--- config.mk ---
export PLATFORM = sky130hd
export DESIGN_NAME = mul_product_datapath
export DESIGN_NICKNAME = d
export VERILOG_FILES = /design/src/rtl/mul_product_datapath.sv
export SDC_FILE = /design/constraint.sdc
export NUM_CORES = 1
export LEC_CHECK = 0
export BUFFER_PORTS_ARGS = -buffer_cell sky130_fd_sc_hd__buf_2
export CAP_MARGIN = 10
export CORE_ASPECT_RATIO = 1.1
export CORE_MARGIN = 3
export CORE_UTILIZATION = 40
export DETAILED_ROUTE_END_ITERATION = 10
export GPL_ROUTABILITY_DRIVEN = 0
export PLACE_DENSITY_LB_ADDON = 0.25
export SYNTH_ARGS = -nofsm -noshare
export SYNTH_HDL_FRONTEND = slang
export SYNTH_SLANG_ARGS = --single-unit
--- constraint.sdc ---
create_clock -name clk -period 4.7 [get_ports clk]
set_input_delay 0.47 -clock clk [delete_from_list [all_inputs] [get_ports clk]]
set_output_delay 0.47 -clock clk [all_outputs]
set_load 0.01 [all_outputs]
--- src/rtl/mul_product_datapath.sv ---
// Shift-add datapath for the unsigned sequential multiplier: multiplicand register,
// WIDTH-bit adder with carry, 2*WIDTH product/multiplier register and step counter.
module mul_product_datapath #(
    parameter int WIDTH = 32,
    parameter int CNT_W = 6
) (
    input  logic                 clk,
    input  logic                 rst,
    input  logic                 w_ctrl_Multiplicand,
    input  logic                 w_ctrl_Product,
    input  logic                 adding_ctrl,
    input  logic [WIDTH-1:0]     multiplicand_in,
    input  logic [WIDTH-1:0]     multiplier_in,
    output logic                 lsb,
    output logic [2*WIDTH-1:0]   product,
    output logic [CNT_W-1:0]     step_cnt,
    output logic                 done
);

    logic [WIDTH-1:0] mcand;
    logic [WIDTH:0]   sum;

    // Carry-out is kept as the top bit of sum so it lands in product[2W-1] after the shift.
    assign sum  = {1'b0, product[2*WIDTH-1:WIDTH]} + {1'b0, mcand};
    assign lsb  = product[0];
    assign done = (step_cnt == CNT_W'(WIDTH));

    always_ff @(posedge clk or posedge rst) begin
        if (rst) begin
            mcand    <= '0;
            product  <= '0;
            step_cnt <= '0;
        end else if (w_ctrl_Multiplicand) begin
            mcand    <= multiplicand_in;
            product  <= {{WIDTH{1'b0}}, multiplier_in};
            step_cnt <= '0;
        end else if (w_ctrl_Product && !done) begin
            // Steps past done are dropped so an over-running controller cannot wrap the count.
            if (adding_ctrl) begin
                product <= {sum, product[WIDTH-1:1]};
            end else begin
                product <= {1'b0, product[2*WIDTH-1:1]};
            end
            step_cnt <= step_cnt + CNT_W'(1);
        end
    end

endmodule
; After elaboration in Yosys (flattened, before gate mapping)
; Index checks and enable logic that the tools add are counted.
[classes]
n_addsub = 2
eq_ne = 1
n_mux = 5
n_reduce_logical = 3
[op_table]
columns = operator, n
row1 = 64-bit two-way mux, 3
row2 = 32-bit by 32-bit adder with 33-bit output, 1
row3 = 6-bit two-way mux, 2
row4 = 6-bit by 1-bit adder with 6-bit output (second input constant), 1
row5 = 6-bit == test (second input constant), 1
row6 = 2-bit nonzero test, 1
row7 = 1-bit logical AND, 1
row8 = 1-bit zero test, 1
[totals]
ff_bits = 102
input_bits = 69
out_inout_bits = 72
word_cells = 14

; Depth between registers and ports, before layout
; Gate-level depths: netlist (run 1).
[depth]
ltp_word = 5
depth_mapped = 10

; Worst setup path after synthesis (run 1)
; OpenSTA, ideal clock, no wires.
[synth_path]
kind = register to register
start = register product[32]
end = register product[55]
setup_time_ns = 0.104
t_arrival_ns = 2.381
slack_ns = 2.215
path_stages_with_launch = 10
n_path_buf = 0
period_less_slack_ns = 2.485
cell_sequence = dfrtp_1 > ha_1 > fa_1 > a21oi_1 > o21ai_2 > a41o_1 > a211oi_1 > o31ai_1 > xnor2_1 > a221oi_1
[synth_via]
elab_chain_cells = 4
[synth_lines]
columns = element, line_no
row1 = from (decl), 15  ; output logic [2*WIDTH-1:0] product,
row2 = from (signal assigned), 35  ; product <= {{WIDTH{1'b0}}, multiplier_in};
row3 = from (signal assigned), 40  ; product <= {sum, product[WIDTH-1:1]};
row4 = from (signal assigned), 42  ; product <= {1'b0, product[2*WIDTH-1:1]};
row5 = 32-bit by 32-bit adder with 33-bit output, 24  ; assign sum = {1'b0, product[2*WIDTH-1:WIDTH]} + {1'b0, mcand};
row6 = 64-bit two-way mux, 39  ; if (adding_ctrl) begin
row7 = 64-bit two-way mux, 37  ; end else if (w_ctrl_Product && !done) begin
row8 = 64-bit two-way mux, 33  ; end else if (w_ctrl_Multiplicand) begin
; No other way between the ends. The select of a mux whose other input is x is not followed.
; A chain may end at the register's enable or synchronous reset.

; Final worst setup path (run 1)
; Same ends and word-level chain as after synthesis.

==> results.yml, run 1 <==
timing:
  slew_headroom_pct: 37.4
  worst_pin_slew_ns: 0.937
  min_period_ns: 2.74
  maxSlewViolCount: 0
  fmax_ghz: 0.366
  rsz0062_at_grt: "no"
  hold_viol: 0
  finalCritPeriodShare_pct: 58.2
  tns_ns: 0
  skew_ns: 0.00730
  setup_viol: 0
global_routing:
  grt_pass1_vias: 5680
  grt_pass1_wl_mm: 28.4
  track_usage_pct: 19.6
  grt.overflow.total: 0
  antenna_found_initial: 0
  grt_max_degree: 74
routing:
  via_count: 5623
  via_per_inst: 5.71
  drt_iter0_drc: 389
  wl_mm: 17.0
  wl_per_cell_microns: 17.3
  drcViolationCount: 0
  ant_nets: 0
  drt_pre_antenna_iters: 5
setup_path:
  crit_path_start_kind: "flop"
  cp_max_fo: 4
  critPathCaptureType: "flop"
  crit_chain: "ha_1 > fa_1 > a21oi_1 > o21ai_2 > a41o_1 > a211oi_1 > o31ai_1 > xnor2_1 > a221oi_1"
  rrSetupSlack_ns: 1.96
  crit_path_max_incr_delay_ns: 0.43
  required_ns: 4.95
  worst_path_max_delay_cell: "fa_1"
  cp.arrival_ns: 2.99
  crit_type: "reg -> reg"
layout:
  layoutNonFillerInstCount: 984
  nets: 887
  final_layout_size_suffix_gt1_share_pct: 26.1
  antenna_cells: 0
  syn2layout_area_growth_pct: 17.0
clock_tree:
  cts_sinks: 102
  cts.clk_slew.worst_paths_ns: 0.07
  hold_buffers: 0
  cts_buffers: 9
  root_buffer: "clkbuf_16"
  ctsHtreeMaxLevel: 3
  clk_latency_ns: 0.35
  clockBufferDepth: 2
  postCtsSetupBuffers: 0
  cts_resized: 0
  cts_tree: "yes"
logic_synthesis:
  synth-seq-area-share_pct: 39.8
  ys_ff_latch: 102
  synth_nets: 781
  avgSynthCellArea_sq_um: 9.47
  synthArstFlopShare_pct: 100
  syn-cell-area_sq_um: 6410
  yosys_warnings: 0
  synth-main-ff-cell: "dfrtp_1"
  ys_types: 61
  synth_edf_count: 0
  syn_inst: 677
floorplanning:
  die_width_microns: 127
  num_io_pins: 141
  dieHeight_microns: 139
  rows: 47
  start_util_pct: 41.8
  die_area_sq_um: 17600
  core_sq_um: 15300
run_status:
  status: "complete, no violations"
flow_run:
  maxCapViolations: 0
placement:
  hpwl_mm: 12.2
  numPlacedInstances: 968
  port_buffers: 140
pwr:
  powerDensity_nw_per_um2: 348
  worst_ir_drop_vdd_mv: 0.215
  leakagePower_nw: 3.59
hold_path:
  min_path_type: "in -> async"
[critical path: cells and delay by family (launching register included)]
kind	cells	cell delay (ns)
compound gates	6	1.42
xor+xnor	1	0.14
fa+ha+maj	2	0.68
flops	1	0.40
[cell type report]
| class | count | area (sq um) |
|---|---|---|
| clock buffers | 9 | 225 |
| clock inverters | 7 | 103 |
| flip-flops and latches | 102 | 2550 |
| inverters | 10 | 40.0 |
| multi-input cells | 516 | 3600 |
| fillers | 1474 | 7850 |
| well taps | 196 | 245 |
| repair buffers | 144 | 733 |
[metal layers]
metal | track usage [%] | part of all wire (%) | vias up
met5 | 0 | 0 | -
met4 | 7.17 | 3.1 | 0
met3 | 4.85 | 6.9 | 47
met2 | 31.9 | 47 | 229
met1 | 25.1 | 43 | 2649
li1 | - | - | 2698
[cell families after synthesis]
logic type	share of synthesized area [%]
buffers and inverters	4.12
adder cells (fa/ha/maj)	6.95
XOR/XNOR	3.82
flip-flops	39.8
multiplexers	11.9
AO/OA/AOI/OAI	21.1
AND/OR/NAND/NOR	12.4
[cell usage in the layout (no fill, tap or decap), types with 14 or more instances in the layout]
| cell type | netlist | layout |
|---|---|---|
| xnor2_1 | 14 | 14 |
| mux2_2 | 32 | 32 |
| mux2i_1 | 40 | 40 |
| a211oi_1 | 18 | 18 |
| dfrtp_1 | 102 | 102 |
| buf_2 | 16 | 139 |
| o21ai_0 | 55 | 55 |
| ha_1 | 34 | 34 |
| xor2_1 | 14 | 14 |
| nor2_1 | 42 | 42 |
| a21oi_1 | 47 | 47 |
| nand2_1 | 74 | 74 |
[flip-flops by register name, summed over array words and instances (netlist names)]
| register | count |
|---|---|
| step_cnt | 6 |
| mcand | 32 |
| product | 64 |
[path summary, 6_finish.rpt]
check | startpoint | depth (start not counted) | to
setup reg to reg | product[32] | 9 | product[55]
hold / removal | rst | 2 | product[7]
max in group asynchronous | rst | 3 | mcand[31]
min in group clk | multiplier_in[22] | 3 | product[22]
setup / recovery | product[32] | 9 | product[55]
hold reg to reg | mcand[25] | 1 | mcand[25]
[metrics by stage]
| stage | utilization [%] | hold slack (ns) | instance area [sq um] | setup slack, ns | total power [mW] |
|---|---|---|---|---|---|
| floorplan | - | 0.485 | 6410 | 1.55 | 1.58 |
| global placement | 46.7 | 0.496 | 7170 | 2.07 | 1.77 |
| detailed placement | 46.7 | 0.507 | 7170 | 1.95 | 1.79 |
| CTS | 48.9 | 0.258 | 7500 | 1.93 | 2.63 |
| global route | 48.9 | 0.282 | 7500 | 1.72 | 2.76 |
| finish | 48.9 | 0.233 | 7500 | 1.96 | 2.61 |
[report_power, final]
part / internal (mW) / switching, mW / total, mW
Sequential: 0.960 / 0.0750 / 1.04
Clock: 0.474 / 0.359 / 0.833
Combinational: 0.308 / 0.433 / 0.740
Total: 1.74 / 0.867 / 2.61
[synth_stat cells, types with 10 or more instances]
cell type  number  area, sq um
a21oi_1        47          235
a21o_1         12         90.1
clkbuf_1       23         86.3
ha_1           34          425
and3_1         11         68.8
nor2_1         42          158
o21ai_0        55          275
mux2_2         32          360
a211oi_1       18          135
xnor2_1        14          123
dfrtp_1       102         2550
mux2i_1        40          400
buf_2          16         80.1
xor2_1         14          123
nand4_1        12         75.1
inv_1          10         37.5
nand2_1        74          278
(Power assumes the default switching activity.)
==> inputs of run 2 (changes only) <==
==> constraint.sdc (replaced) <==
create_clock -name clk -period 2.3 [get_ports clk]
set_input_delay 0.23 -clock clk [delete_from_list [all_inputs] [get_ports clk]]
set_output_delay 0.23 -clock clk [all_outputs]
set_load 0.01 [all_outputs]
==> results.yml, run 2 (same netlist as run 1, synthesis figures left out) <==
run_status:
  status: "finished with violations"
  violations: "negative setup slack"
layout:
  antenna_cells: 0
  layout_common_cells: "buf_2, dfrtp_1, buf_4"
  max_flop_register: "product"
  layoutNonFillerInstCount: 1092
  final_common_cell: "buf_2"
  fill_cells: 1334
  largest_reg_flops: 64
  final_core_util_pct: 57.5
  syn2layout_area_growth_pct: 37.6
  nets: 995
  final_layout_size_suffix_gt1_share_pct: 41.9
  reg_top3: "product (64), mcand (32), step_cnt (6)"
timing:
  fmax_ghz: 0.400
  skew_ns: 0.0100
  setup_viol: 7
  finalCritPeriodShare_pct: 109
  min_period_ns: 2.50
  slew_headroom_pct: 62.5
  maxSlewViolCount: 0
  tns_ns: -0.579
  fin_ws_ns: -0.198
  rsz0062_at_grt: "yes"
  worst_pin_slew_ns: 0.563
  hold_viol: 0
global_routing:
  grt_pass1_vias: 6107
  grt_pass1_wl_mm: 29.9
  grt_max_degree: 103
  grt.overflow.total: 0
  antenna_found_initial: 0
  track_usage_pct: 20.6
hold_path:
  min_path_type: "in -> async"
routing:
  ant_nets: 0
  via_count: 6020
  wl_mm: 18.7
  drt_pre_antenna_iters: 6
  via_per_inst: 5.51
  drt_iter0_drc: 332
  wl_per_cell_microns: 17.1
  drcViolationCount: 0
clock_tree:
  cts_buffers: 9
  cts_tree: "yes"
  cts.clk_slew.worst_paths_ns: 0.07
  cts_sinks: 102
  ctsHtreeMaxLevel: 3
  clockBufferDepth: 2
  clk_latency_ns: 0.36
  root_buffer: "clkbuf_16"
floorplanning:
  rows: 47
  start_util_pct: 41.8
  core_sq_um: 15300
  die_area_sq_um: 17600
  die_width_microns: 127
  num_io_pins: 141
  dieHeight_microns: 139
flow_run:
  maxCapViolations: 0
setup_path:
  cp_max_fo: 8
  required_ns: 2.56
  critPathCaptureType: "flop"
  cp-startpoint: "product[47]"
  cp.arrival_ns: 2.76
  crit_path_max_incr_delay_ns: 0.38
  timing.rr.start: "product[47]"
  crit_path_start_kind: "flop"
  crit_buf_inv: 1
  cpLargestDelayFamily: "compound AO/OA/AOI/OAI gates"
  crit_type: "reg -> reg"
  crit_chain: "ha_1 > buf_4 > nand4_1 > nor3_1 > a221o_1 > a211o_1 > a31oi_1 > xor2_1 > a221oi_2"
  worst_path_max_delay_cell: "dfrtp_1"
placement:
  numPlacedInstances: 1066
  port_buffers: 140
  hpwl_mm: 13.3
pwr:
  worst_ir_drop_vdd_mv: 0.423
  powerDensity_nw_per_um2: 662
  leakagePower_nw: 4.21
-- run 2: cell count changes in the layout (fill, tap and decap cells not counted), sizes merged --
cell | before | now
buf | 144 | 252
clkinvlp | 1 | 2
clkinv | 1 | 2
bufinv | 2 | 1
inv | 13 | 12
-- run 2: per-stage QoR --
step           worst slack [ns]  power, mW  hold slack (ns)  area [sq um]
4_1_cts                  -0.115       5.70           0.0517          8500
3_5_place_dp             -0.181       3.99            0.441          8030
3_3_place_gp             -0.100       3.96            0.435          8030
6_report                 -0.198       5.84          0.00713          8820
2_1_floorplan           0.00187       3.25            0.351          6470
5_1_grt                  -0.301       6.18           0.0643          8820
-- run 2: repair_timing --
item	4_1_cts	5_1_grt
setup endpoints to repair	17	25
resized for setup	21	59
pin swaps	11	28
buffers inserted	8	2
hold buffers	0	0
-- run 2: worst paths after layout --
check                              end  cells past startpoint  slack, ns
max                        product[58]                      9      -0.20
min                        product[22]                      3      0.007
max reg2reg                product[58]                      9      -0.20
min reg2reg                   mcand[5]                      1       0.52
max in group asynchronous  product[56]                      3       1.83
min in group clk           product[23]                      3       0.07
-- run 2: layout make-up --
class | count | area [sq um] | area share [%]
flip-flops and latches | 102 | 2550 | 28.9
inverters | 10 | 41.3 | 0.468
multi-input cells | 516 | 4030 | 45.7
well taps | 196 | 245 | 2.78
repair buffers | 252 | 1650 | 18.6
clock inverters | 7 | 80.1 | 0.907
clock buffers | 9 | 225 | 2.55
-- run 2: worst reg2reg max path, stage by stage, from the launching register on --
cell,delay (ns)
dfrtp_1,0.38
ha_1,0.31
buf_4,0.17
nand4_1,0.14
nor3_1,0.11
a221o_1,0.33
a211o_1,0.31
a31oi_1,0.25
xor2_1,0.14
a221oi_2,0.26
-- run 2: where the power goes --
| group | internal [mW] | total [mW] | switching, mW |
|---|---|---|---|
| Sequential | 1.96 | 2.10 | 0.135 |
| Combinational | 1.03 | 2.14 | 1.11 |
| Clock | 0.860 | 1.60 | 0.739 |
| Total | 3.85 | 5.84 | 1.99 |
-- run 2: per-layer routing --
layer	track usage [%]	share of wire [%]
met5	0	0
met1	26.5	43
met3	5.70	6.5
met2	33.2	48
met4	7.68	2.7
